--- src/rtl/pll_lock_supervisor_if.sv ---
`default_nettype none
// +-----------------------------------------------------------------------+
// | pll_lock_supervisor_if : PLL lock / domain-reset handshake signals     |
// | Rev 1.0                                                               |
// +-----------------------------------------------------------------------+
interface pll_lock_supervisor_if #(
    parameter int CW = 8
);
    logic          locked;
    logic          retry;
    logic          pll_resetb;
    logic          domain_reset;
    logic          ready;
    logic          fail;
    logic [CW-1:0] lock_loss_count;
    logic [2:0]    state;

    modport master (
        input  locked,
        input  retry,
        output pll_resetb,
        output domain_reset,
        output ready,
        output fail,
        output lock_loss_count,
        output state
    );

    modport slave (
        output locked,
        output retry,
        input  pll_resetb,
        input  domain_reset,
        input  ready,
        input  fail,
        input  lock_loss_count,
        input  state
    );
endinterface
`default_nettype wire

--- src/rtl/pll_lock_supervisor.sv ---
`default_nettype none
// +-----------------------------------------------------------------------+
// | pll_lock_supervisor : sequences PLL RESETB, qualifies LOCK, gates the  |
// | PLL-domain reset; retries on timeout and latches FAIL. Rev 1.0        |
// +-----------------------------------------------------------------------+
module pll_lock_supervisor #(
    parameter int RESET_CYCLES  = 16,
    parameter int LOCK_TIMEOUT  = 4800,
    parameter int STABLE_CYCLES = 256,
    parameter int MAX_RETRIES   = 4,
    parameter int CW            = 8
) (
    input  wire logic             clock_in,
    input  wire logic             reset,
    pll_lock_supervisor_if.master bus
);

    localparam int MAX_A   = (RESET_CYCLES > LOCK_TIMEOUT) ? RESET_CYCLES : LOCK_TIMEOUT;
    localparam int MAX_CYC = (MAX_A > STABLE_CYCLES) ? MAX_A : STABLE_CYCLES;
    localparam int CNT_W   = $clog2(MAX_CYC) + 1;
    localparam int RTY_W   = $clog2(MAX_RETRIES + 1);

    localparam logic [CNT_W-1:0] C_RESET_LAST   = CNT_W'(RESET_CYCLES - 1);
    localparam logic [CNT_W-1:0] C_TIMEOUT_LAST = CNT_W'(LOCK_TIMEOUT - 1);
    localparam logic [CNT_W-1:0] C_STABLE_LAST  = CNT_W'(STABLE_CYCLES - 1);
    localparam logic [RTY_W-1:0] C_RETRY_MAX    = RTY_W'(MAX_RETRIES);
    localparam logic [CW-1:0]    C_LLC_MAX      = {CW{1'b1}};

    typedef enum logic [2:0] {
        ST_RESET_PLL = 3'd0,
        ST_WAIT_LOCK = 3'd1,
        ST_STABLE    = 3'd2,
        ST_RUN       = 3'd3,
        ST_FAIL      = 3'd4
    } state_t;

    state_t           state_q, state_d;
    logic [CNT_W-1:0] cnt_q, cnt_d;
    logic [RTY_W-1:0] retries_q, retries_d;
    logic [CW-1:0]    llc_q, llc_d;
    logic             sync1_q, locked_s_q;
    logic             pll_resetb_q, pll_resetb_d;
    logic             domain_reset_q, domain_reset_d;
    logic             ready_q, ready_d;
    logic             fail_q, fail_d;
    logic             sync_clr;
    logic             counting;

    // The synchroniser is held cleared while the PLL is in reset so a stale
    // LOCK from a previous attempt can never qualify the new one.
    assign sync_clr = (state_q == ST_RESET_PLL) || (state_q == ST_FAIL);
    assign counting = (state_q == ST_RESET_PLL) || (state_q == ST_WAIT_LOCK) ||
                      (state_q == ST_STABLE);

    always_ff @(posedge clock_in) begin
        if (reset || sync_clr) begin
            sync1_q    <= 1'b0;
            locked_s_q <= 1'b0;
        end else begin
            sync1_q    <= bus.locked;
            locked_s_q <= sync1_q;
        end
    end

    always_comb begin
        state_d   = state_q;
        retries_d = retries_q;
        llc_d     = llc_q;
        case (state_q)
            ST_RESET_PLL: begin
                if (cnt_q == C_RESET_LAST) begin
                    state_d = ST_WAIT_LOCK;
                end
            end
            ST_WAIT_LOCK: begin
                if (locked_s_q) begin
                    state_d = ST_STABLE;
                end else if (cnt_q == C_TIMEOUT_LAST) begin
                    retries_d = retries_q + RTY_W'(1);
                    state_d   = (retries_d == C_RETRY_MAX) ? ST_FAIL : ST_RESET_PLL;
                end
            end
            ST_STABLE: begin
                if (!locked_s_q) begin
                    state_d = ST_WAIT_LOCK;
                end else if (cnt_q == C_STABLE_LAST) begin
                    state_d   = ST_RUN;
                    retries_d = '0;
                end
            end
            ST_RUN: begin
                if (!locked_s_q) begin
                    state_d = ST_RESET_PLL;
                    if (llc_q != C_LLC_MAX) begin
                        llc_d = llc_q + CW'(1);
                    end
                end
            end
            ST_FAIL: begin
                if (bus.retry) begin
                    state_d   = ST_RESET_PLL;
                    retries_d = '0;
                end
            end
            default: begin
                state_d = ST_RESET_PLL;
            end
        endcase
    end

    always_comb begin
        cnt_d = cnt_q;
        if (state_d != state_q) begin
            cnt_d = '0;
        end else if (counting) begin
            cnt_d = cnt_q + CNT_W'(1);
        end
    end

    // Outputs are decoded from the next state and registered with it.
    always_comb begin
        pll_resetb_d   = !((state_d == ST_RESET_PLL) || (state_d == ST_FAIL));
        domain_reset_d = (state_d != ST_RUN);
        ready_d        = (state_d == ST_RUN);
        fail_d         = (state_d == ST_FAIL);
    end

    always_ff @(posedge clock_in) begin
        if (reset) begin
            state_q        <= ST_RESET_PLL;
            cnt_q          <= '0;
            retries_q      <= '0;
            llc_q          <= '0;
            pll_resetb_q   <= 1'b0;
            domain_reset_q <= 1'b1;
            ready_q        <= 1'b0;
            fail_q         <= 1'b0;
        end else begin
            state_q        <= state_d;
            cnt_q          <= cnt_d;
            retries_q      <= retries_d;
            llc_q          <= llc_d;
            pll_resetb_q   <= pll_resetb_d;
            domain_reset_q <= domain_reset_d;
            ready_q        <= ready_d;
            fail_q         <= fail_d;
        end
    end

    assign bus.pll_resetb      = pll_resetb_q;
    assign bus.domain_reset    = domain_reset_q;
    assign bus.ready           = ready_q;
    assign bus.fail            = fail_q;
    assign bus.lock_loss_count = llc_q;
    assign bus.state           = state_q;

endmodule
`default_nettype wire

--- src/flat_wrapper.sv ---
// flat-port wrapper written by rule: the top's interface ports become plain ports
module pll_lock_supervisor_flat 
#(
    parameter int RESET_CYCLES  = 16,
    parameter int LOCK_TIMEOUT  = 4800,
    parameter int STABLE_CYCLES = 256,
    parameter int MAX_RETRIES   = 4,
    parameter int CW            = 8
)
  (clock_in, reset, bus_locked, bus_retry, bus_pll_resetb, bus_domain_reset, bus_ready, bus_fail, bus_lock_loss_count, bus_state);
  pll_lock_supervisor_if #(.CW(CW)) bus_i ();
  input  wire logic clock_in;
  input  wire logic reset;
  input wire logic [$bits(bus_i.locked)-1:0] bus_locked;
  input wire logic [$bits(bus_i.retry)-1:0] bus_retry;
  output wire logic [$bits(bus_i.pll_resetb)-1:0] bus_pll_resetb;
  output wire logic [$bits(bus_i.domain_reset)-1:0] bus_domain_reset;
  output wire logic [$bits(bus_i.ready)-1:0] bus_ready;
  output wire logic [$bits(bus_i.fail)-1:0] bus_fail;
  output wire logic [$bits(bus_i.lock_loss_count)-1:0] bus_lock_loss_count;
  output wire logic [$bits(bus_i.state)-1:0] bus_state;
  assign bus_i.locked = bus_locked;
  assign bus_i.retry = bus_retry;
  assign bus_pll_resetb = bus_i.pll_resetb;
  assign bus_domain_reset = bus_i.domain_reset;
  assign bus_ready = bus_i.ready;
  assign bus_fail = bus_i.fail;
  assign bus_lock_loss_count = bus_i.lock_loss_count;
  assign bus_state = bus_i.state;
  pll_lock_supervisor #(.RESET_CYCLES(RESET_CYCLES), .LOCK_TIMEOUT(LOCK_TIMEOUT), .STABLE_CYCLES(STABLE_CYCLES), .MAX_RETRIES(MAX_RETRIES), .CW(CW)) u_core (.clock_in(clock_in), .reset(reset), .bus(bus_i));
endmodule
--- config.mk ---
export PLATFORM = sky130hd
export DESIGN_NAME = pll_lock_supervisor_flat
export DESIGN_NICKNAME = d
export VERILOG_FILES = /design/src/rtl/pll_lock_supervisor_if.sv /design/src/rtl/pll_lock_supervisor.sv /design/src/flat_wrapper.sv
export SDC_FILE = /design/constraint.sdc
export NUM_CORES = 1
export LEC_CHECK = 0
export CAP_MARGIN = 0
export CORE_MARGIN = 1.5
export CORE_UTILIZATION = 40
export DETAILED_ROUTE_END_ITERATION = 10
export GPL_TIMING_DRIVEN = 1
export SYNTH_ARGS = -nofsm -noshare
export SYNTH_HDL_FRONTEND = slang
export SYNTH_SLANG_ARGS = --single-unit
--- constraint.sdc ---
create_clock -name clock_in -period 2.3 [get_ports clock_in]
set_input_delay 0.23 -clock clock_in [delete_from_list [all_inputs] [get_ports clock_in]]
set_output_delay 0.23 -clock clock_in [all_outputs]
set_load 0.02 [all_outputs]
# Yosys cells after proc, flatten, opt, wreduce, memory -nomap -nowiden
# Index checks and enable logic that the tools add are counted.
[word_totals]
reg_bits = 34
output_inout_bits = 15
in_bits = 4
[classes]
reduce_logical = 12
addsub = 3
muxes = 15
n_eq_ne = 18
n_bitwise = 1
[op_table]
columns = ["operator", "n"]
rows = [
  ["$mux W3", 13],
  ["$pmux W3 S5", 1],
  ["$add A14 B1 Y14 const B", 1],
  ["$eq A14 B13 Y1 const B", 1],
  ["$eq A14 B4 Y1 const B", 1],
  ["$eq A14 B8 Y1 const B", 1],
  ["$eq A3 B2 Y1 const B", 3],
  ["$eq A3 B3 Y1 const B", 3],
  ["$pmux W3 S3", 1],
  ["$add A8 B1 Y8 const B", 1],
  ["$ne A2 B2 Y1 const B", 4],
  ["$ne A8 B8 Y1 const B", 1],
  ["$logic_not A3 Y1", 2],
  ["$reduce_and A6 Y1", 1],
  ["$logic_or A1 B1 Y1", 5],
  ["$add A3 B1 Y3 const B", 1],
  ["$eq A3 B1 Y1 const B", 1],
  ["$ne A3 B2 Y1 const B", 1],
  ["$ne A3 B3 Y1", 1],
  ["$reduce_and A3 Y1", 1],
  ["$reduce_bool A3 Y1", 1],
  ["$ne A2 B1 Y1 const B", 1],
  ["$reduce_or A2 Y1", 1],
  ["$logic_not A1 Y1", 1],
  ["$not A1 Y1", 1],
]

# Depth between registers and ports, before layout
[logic_depth]
ltp_word = 9
mapped_depth = 7
depth_no_buf = 6

# Least setup slack after synthesis
# Ideal clock, no wire load.
[synth_path]
path_type = "flip-flop to flip-flop"
startpoint = "register u_core.cnt_q[8]"
endpoint = "register u_core.domain_reset_q (netlist: u_core.bus.domain_reset)"
arrival_time_ps = 1655
slack_ps = 528
n_path_buf = 0
stages_incl_launch_ff = 6
t_required_ps = 2183
synth_period_minus_slack_ps = 1772
cell_sequence = "dfxtp_1 or4_4 nor4_4 o21ai_2 o211a_1 nand2b_1"
[synth_between]
elab_chain_len = 5
elab_cells_between_ends = 10
cone_classes = "4 x eq/ne; 6 x mux"
[synth_rtl]
columns = ["item", "line_no", "source"]
rows = [
  ["start: declaration", "pll_lock_supervisor.sv:38", "logic [CNT_W-1:0] cnt_q, cnt_d;"],
  ["start signal: assignment", "pll_lock_supervisor.sv:140", "cnt_q <= cnt_d;"],
  ["$eq A14 B8 Y1 / $eq A14 B13 Y1 (equally long branches)", "pll_lock_supervisor.sv:86, pll_lock_supervisor.sv:78", ""],
  ["$mux W3, on equally long branches", "pll_lock_supervisor.sv:86, pll_lock_supervisor.sv:78", ""],
  ["$mux W3, on equally long branches", "pll_lock_supervisor.sv:84, pll_lock_supervisor.sv:76", ""],
  ["$pmux W3 S5 *", "pll_lock_supervisor.sv:69", "case (state_q)"],
  ["$ne A3 B2 Y1 *", "pll_lock_supervisor.sv:123", "domain_reset_d = (state_d != ST_RUN);"],
  ["end signal: assignment", "pll_lock_supervisor.sv:144", "domain_reset_q <= domain_reset_d;"],
  ["end: declaration", "pll_lock_supervisor.sv:43", "logic domain_reset_q, domain_reset_d;"],
]
# Every way passes the cells marked *; elsewhere a longest branch is shown, timed or not.
# A chain may end at the register's enable or synchronous reset.

# Worst setup path in the final report
[layout_path]
startpoint = "register u_core.cnt_q[0]"
endpoint = "register u_core.cnt_q[1]"
[layout_between]
elab_chain_len = 6
elab_cells_between_ends = 12
cone_classes = "1 x add/sub; 4 x eq/ne; 6 x mux; 1 x reduce/logical"
[layout_rtl]
columns = ["item", "line_no", "source"]
rows = [
  ["$eq A14 B8 Y1 / $eq A14 B13 Y1 (equally long branches)", "pll_lock_supervisor.sv:86, pll_lock_supervisor.sv:78", ""],
  ["$mux W3, on equally long branches", "pll_lock_supervisor.sv:86, pll_lock_supervisor.sv:78", ""],
  ["$mux W3, on equally long branches", "pll_lock_supervisor.sv:84, pll_lock_supervisor.sv:76", ""],
  ["$pmux W3 S5", "pll_lock_supervisor.sv:69", ""],
  ["$ne A3 B3 Y1", "pll_lock_supervisor.sv:113", "if (state_d != state_q) begin"],
  ["$reduce_or A2 Y1 (no line)", "-", ""],
]
# Several ways; a longest one is shown, not always the timed one.

==> flow_summary.json <==
{
  "crit_chain": "ha_1 > nand3_1 > nor4_4 > nand2_1 > nand2_1 > nor3_1",
  "synth_top_flop_cell": "dfxtp_1",
  "synth_cell_types": 39,
  "place_congestion": 0.775,
  "core_area_mm2": 0.00400,
  "synth_nets": 195,
  "setup_violations": 0,
  "initial_utilization": 0.414,
  "p_total_mw": 1.08,
  "power.density_mw_per_mm2": 544,
  "cts_tree": "done",
  "grt_pass1_wl_um": 5860,
  "end_kind": "flip-flop",
  "hold_class": "reg2reg",
  "grt_max_degree": 15,
  "synth_top_family_by_area": "simple AND/OR/NAND/NOR gates",
  "period_share": 0.893,
  "nFillCells": 370,
  "postRouteAntennaNets": 0,
  "path_clk_slew_ns": 0.07,
  "fin_setup_tns_ns": 0,
  "grt_usage": 0.171,
  "cp_slowest_stage_delay_ns": 0.41,
  "clock_sinks": 34,
  "regArea_um2": 681,
  "wl_um": 3440,
  "skew_ns": 0.00687,
  "rsz0062_at_grt": "no",
  "htreeDepth": 2,
  "path_max_fanout": 14,
  "hold_buffers": 0,
  "rows": 23,
  "worst_pin_slew_ns": 0.545,
  "synth_largest_area_cell": "dfxtp_1",
  "layout_commonest_cell": "dfxtp_1",
  "multiInputGateArea_um2": 925,
  "wl_per_cell_um": 13.2,
  "root_buffer": "clkbuf_8",
  "postCtsSetupBuffers": 0,
  "vdd_drop_max_mv": 0.357,
  "startpoint_type": "flip-flop",
  "yosysWarnings": 0,
  "holdWs_ns": 0.464,
  "worstHoldStart": "u_core.sync1_q",
  "die-area_mm2": 0.00453,
  "synth_area_mm2": 0.00166,
  "clk_latency_ns": 0.29,
  "final_hold_viol_count": 0,
  "synthMuxAreaShare": 0.0121,
  "die_h_um": 67.3,
  "synth_top_area_frac": 0.411,
  "grt_pass1_vias": 1341,
  "drc_errors": 0,
  "run_status": "finished clean",
  "synth-seq-cells": 34,
  "synth_edf_count": 0,
  "antenna_found_initial": 0,
  "crit_top_cell": "nand2_1",
  "syn_to_final_growth_pct": 19.7,
  "final_cell_mix": "34 x dfxtp_1, 25 x nor2_1, 18 x clkdlybuf4s50_1, 14 x nor3_1, 12 x xnor2_1",
  "r2r_slack_ns": 0.25,
  "dp_hpwl_um": 2530,
  "leakage_nw": 0.681,
  "finalNonFillerCells": 260,
  "vias": 1392,
  "crit_slowest_cell": "nor4_4",
  "dp.cells": 252,
  "ys_top_cells_by_area": "dfxtp_1 41%, xnor2_1 6.3%, nor2_1 5.7%, xor2_1 4.8%, nor3_1 4.2%",
  "numCtsBuffers": 5,
  "hold-path-cell-count": 1,
  "via_per_inst": 5.35,
  "yosysSeqAreaShare": 0.411,
  "yosys.area_share.simple": 0.303,
  "r2r_end": "u_core.cnt_q[1]",
  "clock_path_buffers": 2,
  "worst_ep_arrival_time_ns": 2.21,
  "ioPinCount": 19,
  "startpoint": "u_core.cnt_q[0]",
  "synth_fa_ha_area_frac": 0.0302,
  "setup_ws_ns": 0.247,
  "final_nets": 217,
  "cp.required_ns": 2.46,
  "max_freq_mhz": 487,
  "drive_gt1_frac": 0.0810,
  "layout_min_cycle_time_ns": 2.05,
  "gr-total-overflow": 0,
  "io_buffers": 18,
  "r2r_start": "u_core.cnt_q[0]",
  "avgSynthCellArea_um2": 8.85,
  "rr_worst_depth": 6,
  "ctsResizeCount": 0,
  "die_x_um": 67.3,
  "first_iter_violations": 67,
  "pre_cts_ws_ns": 0.243,
  "drv_cap": 0,
  "syn_inst": 187,
  "synthArstFlopShare": 0,
  "antenna_cells": 0,
  "synth_xor_xnor_area_share": 0.111,
  "drtPass1Iterations": 4,
  "setup.worst_path.end": "u_core.cnt_q[1]",
  "synth-compound-area-share": 0.102,
  "path_class": "reg2reg",
  "slew_headroom": 0.633,
  "report.final.slew_viol_count": 0
}
[routing by layer]
metal	part of all wire	wire length [um]	track usage	up-vias
met5	0	0	0	-
met4	0.020	68	0.0867	0
met3	0.028	96	0.0433	8
met2	0.47	1620	0.282	23
met1	0.48	1660	0.204	664
li1	-	-	-	697
[cell families (layout without fill, tap and decap cells)]
| kind of cell | Yosys count | after routing |
|---|---|---|
| and+or+nand+nor | 90 | 90 |
| buffers and inverters | 12 | 35 |
| xor gates and xnor gates | 21 | 21 |
| AOI/OAI and AO/OA | 24 | 24 |
| DFF | 34 | 34 |
| adders and majority gates | 4 | 4 |
| muxes | 2 | 2 |
[final cells by class]
| class | count | area share |
|---|---|---|
| timing repair buffer | 20 | 0.0985 |
| clock inverter | 1 | 0.00253 |
| sequential | 34 | 0.344 |
| clock buffer | 7 | 0.0436 |
| inverter | 7 | 0.0133 |
| multi-input combinational | 141 | 0.467 |
| tap | 50 | 0.0316 |
[where the power goes]
group          internal [mW]  switching (mW)
Combinational         0.0127          0.0147
Clock                  0.241           0.211
Sequential             0.593         0.00522
[worst max-delay path: cells and delay by family, from the launching register on]
| family | cells | cell delay, ns |
|---|---|---|
| adder cells (fa/ha/maj) | 1 | 0.19 |
| flip-flops | 1 | 0.39 |
| AND/OR/NAND/NOR | 5 | 1.34 |
[state kept, by name (all words and copies together), names as in the netlist]
signal and cells:
u_core.retries_q 3, u_core.bus.pll_resetb 1, u_core.bus.domain_reset 1, u_core.cnt_q 14
u_core.locked_s_q 1, u_core.bus.lock_loss_count 8, u_core.sync1_q 1, u_core.bus.state 3
u_core.bus.ready 1, u_core.bus.fail 1
[how the worst min path moves through the flow]
stage | endpoint | slack, ns
2_1_floorplan | u_core.retries_q[0] | 0.30
3_3_place_gp | u_core.locked_s_q | 0.45
3_5_place_dp | u_core.locked_s_q | 0.46
4_1_cts | u_core.locked_s_q | 0.47
5_1_grt | u_core.locked_s_q | 0.48
6_report | u_core.locked_s_q | 0.46
[cell usage after synthesis (all sizes together) (3+ instances only)]
library cell / n
dfxtp: 34
nor2: 25
nor3: 14
xnor2: 12
nand2: 10
nand3: 9
xor2: 9
a21oi: 8
inv: 7
o21ai: 7
nand4: 6
nor4: 5
or3: 5
ha: 4
nand2b: 4
a211oi: 3
clkbuf: 3
[through the flow]
stage,cell area [um2],utilization
4_1_cts,1980,0.495
3_3_place_gp,1890,0.472
6_report,1980,0.495
2_1_floorplan,1660,-
3_5_place_dp,1890,0.472
5_1_grt,1980,0.495
(Power assumes the default switching activity.)
